$ cat src/rtl/mem_port.sv
// Multicycle-CPU memory port: arbitrates fetch/read/write requests into a held memory handshake.
// Define MEM_TIMEOUT_EN to add the REQ-state watchdog (limit TMO) and the sticky err flag.
module mem_port #(
    parameter int DW  = 32,
    parameter int TMO = 255
) (
    input  logic          clk,
    input  logic          reset,
    input  logic          MemRead,
    input  logic          MemWrite,
    input  logic          IRWrite,
    input  logic          IorD,
    input  logic [DW-1:0] pc_in,
    input  logic [DW-1:0] alu_addr,
    input  logic [DW-1:0] wdata,
    input  logic [DW-1:0] mem_rdata,
    input  logic          mem_ack,
    output logic          mem_req,
    output logic          mem_we,
    output logic [DW-1:0] mem_addr,
    output logic [DW-1:0] mem_wdata,
    output logic [DW-1:0] instr_out,
    output logic [DW-1:0] mdr_out,
    output logic          stall,
    output logic          err
);

    typedef enum logic [1:0] {IDLE, REQ, DONE} state_t;
    typedef enum logic [1:0] {K_FETCH, K_READ, K_WRITE} kind_t;

    state_t state;
    kind_t  kind;
    logic   any_req;

`ifdef MEM_TIMEOUT_EN
    localparam logic [7:0] TMO_LIMIT = TMO[7:0];
    logic [7:0] cnt;
`endif

    assign any_req = MemRead | MemWrite | IRWrite;

    // Gated by reset so the controller is never held while the port is being cleared.
    assign stall = reset && ((state == REQ) || ((state == IDLE) && any_req));

`ifndef MEM_TIMEOUT_EN
    assign err = 1'b0;
`endif

    // NOTE: all state below uses non-blocking assignments so every register
    // updates from the same pre-edge values, independent of statement order.
    always_ff @(posedge clk) begin
        if (!reset) begin
            state     <= IDLE;
            kind      <= K_FETCH;
            mem_req   <= 1'b0;
            mem_we    <= 1'b0;
            mem_addr  <= '0;
            mem_wdata <= '0;
            instr_out <= '0;
            mdr_out   <= '0;
`ifdef MEM_TIMEOUT_EN
            cnt       <= '0;
            err       <= 1'b0;
`endif
        end else begin
            case (state)
                IDLE: begin
                    if (any_req) begin
                        state     <= REQ;
                        mem_req   <= 1'b1;
                        mem_addr  <= IorD ? alu_addr : pc_in;
                        mem_wdata <= wdata;
                        mem_we    <= MemWrite;
                        // Lower-priority requests are simply dropped.
                        kind      <= MemWrite ? K_WRITE : (MemRead ? K_READ : K_FETCH);
`ifdef MEM_TIMEOUT_EN
                        cnt       <= '0;
`endif
                    end
                end
                REQ: begin
                    if (mem_ack) begin
                        state   <= DONE;
                        mem_req <= 1'b0;
                        case (kind)
                            K_FETCH: instr_out <= mem_rdata;
                            K_READ:  mdr_out   <= mem_rdata;
                            default: ;
                        endcase
                    end
`ifdef MEM_TIMEOUT_EN
                    else if (cnt + 8'd1 == TMO_LIMIT) begin
                        state   <= IDLE;
                        mem_req <= 1'b0;
                        err     <= 1'b1;
                        cnt     <= cnt + 8'd1;
                    end else begin
                        cnt <= cnt + 8'd1;
                    end
`endif
                end
                DONE:    state <= IDLE;
                default: state <= IDLE;
            endcase
        end
    end

endmodule

$ cat config.mk
export PLATFORM = sky130hd
export DESIGN_NAME = mem_port
export DESIGN_NICKNAME = d
export VERILOG_FILES = /design/src/rtl/mem_port.sv
export SDC_FILE = /design/constraint.sdc
export NUM_CORES = 1
export LEC_CHECK = 0
export CAP_MARGIN = 40
export CORE_UTILIZATION = 36
export CTS_CLUSTER_SIZE = 30
export DETAILED_ROUTE_END_ITERATION = 8
export PLACE_DENSITY = 0.76
export SLEW_MARGIN = 20
export SYNTH_ARGS = -nofsm -noshare
export SYNTH_HDL_FRONTEND = slang
export SYNTH_SLANG_ARGS = --single-unit
$ cat constraint.sdc
create_clock -name clk -period 2 [get_ports clk]
set_input_delay 0.4 -clock clk [delete_from_list [all_inputs] [get_ports clk]]
set_output_delay 0.4 -clock clk [all_outputs]
set_load 0.05 [all_outputs]
==> out/summary.txt <==
DRC = 0
Die Ht = 124 um
drt initial violations = 125
Seq/Total Area, Yosys = 50.0%
clock sinks = 133
RSZ-0062 raised after global routing = false
crit path from = mem_addr[6]
pin count of the biggest net entering global routing = 89
Post-synth EDFFs = 0
Routed Antenna Nets = 0
final WL = 15400 um
vias per cell = 4.86
CP arrival = 1.57 ns
total leakage power = 0.00455 uW
Total Die Area = 0.0153 sq mm
clock-pin slew on the worst setup and hold paths = 0.06 ns
CTS root buffer = clkbuf_16
pwr/cell area = 887 mW/mm^2
Crit-path slowest cell = clkdlybuf4s50_1
Syn Nets = 690
post-synthesis adder-cell area fraction = 0%
CP endpoint kind = output port
fin nets = 941
Hold Crit Start = mem_wdata[11]
mux contribution to synthesized area = 24.1%
I/O pins = 267
final hold vios = 0
Finished Layout Cells = 1003
worst-path maximum fanout = 2
Synth Instances = 555
Hold Crit Class = reg -> reg
Req. time, crit path = 1.60 ns
ys async rst share = 0%
number of global-route vias before repair = 4696
Syn Area/Cell = 9.60 sq um
cts hold-fix bufs = 0
routability cong. = 0.840
Cell Rows = 44
worst-margin pin slew = 0.722 ns
clock buffer count from CTS = 17
Compound-Gate Fraction of Synth Area = 8.57%
wire length of the first global-routing pass = 22500 um
buffer and inverter count on the worst path = 1
Yosys reg bits = 133
Vias = 4870
share of cells above drive strength 1 = 7.69%
synth unique cells = 26
min cycle time layout = 1.97 ns
slew margin rel. = 51.9%
H-tree depth = 4
clk_lat worst skew = 0.41 ns
post-detailed-route wirelength per cell = 15.4 um
Final period util = 98.3%
Post-Syn Area = 0.00533 sq mm
largest family of logic cells by synthesized area = multiplexers
Crit Path Class = reg -> out
Setup crit start kind = flip-flop
DR pass1 iterations = 5
Initial Util = 36.8%
DP HPWL = 11100 um
CP cell instances = clkdlybuf4s50_1
Post-Route Skew = 0.00443 ns
Max clock buf depth = 2
core area = 0.0145 sq mm
GRT Util Overall = 19.3%
status = finished, final reports clean
total of fill cells in the finished design = 1167
CP top delay family = buffers and inverters
ys flop type = dfxtp_1
CTS tree = built
DIE WIDTH = 124 um
FF-to-FF Start = state[1]
Yosys Warn Count = 0
grt ovf = 0
setup_tns = 0 ns
cell total after placement = 971
PortBufs = 265
Max-cap violations = 0
Synth Area in XOR/XNOR = 0%
initial antenna violation count = 0
max-slew violation count = 0
multi-input logic area = 0.00245 sq mm
Max VDD drop = 585 uV
fmax = 0.509 GHz
final setup fails = 0
register area = 0.00266 sq mm
post-synthesis simple-gate area fraction = 12.8%
Layout area overhead = 66.9%
Worst path max stage delay = 0.81 ns
Ant. Diodes = 0
==> layout by cell type, fill, tap and decap left out <==
cell / instances
a211oi_1: 29
a211oi_2: 3
a21oi_1: 33
a22oi_1: 1
and2_4: 1
buf_12: 7
buf_2: 1
buf_4: 14
bufinv_16: 2
clkbuf_16: 17
clkbuf_8: 3
clkdlybuf4s50_1: 194
clkinv_1: 1
clkinv_2: 3
clkinv_4: 1
clkinvlp_4: 6
conb_1: 1
dfxtp_1: 133
dlygate4sd2_1: 11
dlymetal6s2s_1: 53
mux2i_1: 128
nand2_1: 162
nand3_1: 1
nand3b_1: 1
nor2_1: 2
nor2_2: 1
nor2b_1: 3
nor3_4: 1
o21a_1: 1
o21a_4: 1
o21ai_0: 1
o32ai_1: 1
or3_4: 1
or3b_2: 1
==> synth_stat cells (2+ instances only) <==
master | count | share of area [%]
buf_6 | 4 | 0.85
a21oi_1 | 33 | 3.1
dfxtp_1 | 133 | 50
clkbuf_1 | 29 | 2.0
o21a_1 | 2 | 0.28
buf_4 | 4 | 0.56
a211oi_2 | 3 | 0.70
nor2_1 | 3 | 0.21
buf_1 | 2 | 0.14
nand2_1 | 162 | 11
mux2i_1 | 128 | 24
a211oi_1 | 29 | 4.1
nor2b_1 | 3 | 0.35
buf_2 | 8 | 0.75
==> area by class of cell <==
| type | count | share of cell area [%] |
|---|---|---|
| tap | 184 | 2.59 |
| inverter | 1 | 0.0422 |
| multi-input combinational | 373 | 27.5 |
| clock inverter | 12 | 1.45 |
| timing repair buffer | 280 | 33.2 |
| sequential | 133 | 29.9 |
| clock buffer | 20 | 5.25 |
==> state kept, by name, indices dropped and copies added, names as in the netlist <==
register,cells
instr_out,32
mdr_out,32
mem_addr,32
mem_wdata,32
state,2
kind,1
mem_req,1
mem_we,1
==> power by group <==
| group | leakage [uW] | internal (uW) | total, uW | switching, uW |
|---|---|---|---|---|
| combinational | 0.00319 | 771 | 1890 | 1120 |
| sequential | 0.00109 | 2840 | 2940 | 97.8 |
| clock | 0.000276 | 1930 | 3060 | 1140 |
| total | 0.00455 | 5530 | 7890 | 2360 |
==> logic make-up after synthesis <==
family | Yosys count
compound gates | 70
other cells | 1
mux | 128
buf+inv | 49
flops | 133
simple gates | 174
==> repair_timing <==
item,4_1_cts,5_1_grt
resized for setup,12,53
buffers inserted,0,0
setup endpoints to repair,9,53
pin swaps,1,0
cloned,0,0
==> metrics by stage <==
| step | hold WS, ns | total power (uW) | cell area, sq um | setup slack, ns | utilization (%) |
|---|---|---|---|---|---|
| 3_5_place_dp | 0.450 | 4910 | 8170 | -0.171 | 56.4 |
| 6_report | 0.455 | 7890 | 8890 | 0.0336 | 61.4 |
| 5_1_grt | 0.468 | 8200 | 8890 | 0.0000211 | 61.4 |
| 2_1_floorplan | 0.477 | 4130 | 5330 | -0.100 | - |
| 4_1_cts | 0.440 | 7980 | 8760 | 0.000135 | 60.5 |
| 3_3_place_gp | 0.442 | 4870 | 8170 | -0.181 | 56.4 |
==> path summary, 6_finish.rpt <==
kind | endpoint | slack [ns] | cells past startpoint
setup / recovery | mem_addr[6] | 0.03 | 1
hold / removal | mem_wdata[11] | 0.45 | 2
setup reg to reg | mdr_out[27] | 0.48 | 4
hold reg to reg | mem_wdata[11] | 0.45 | 2
==> layer usage <==
metal  part of all wire [%]  wire (um)  global-route usage (%)  up-vias
li1                       -          -                       -     2394
met1                     37       5660                    19.5     2238
met2                     49       7560                    34.1      207
met3                     11       1720                    8.20       31
met4                    2.9        452                    9.41        0
met5                      0          0                       0        -
Note: power is estimated with default switching activity, not from simulation.
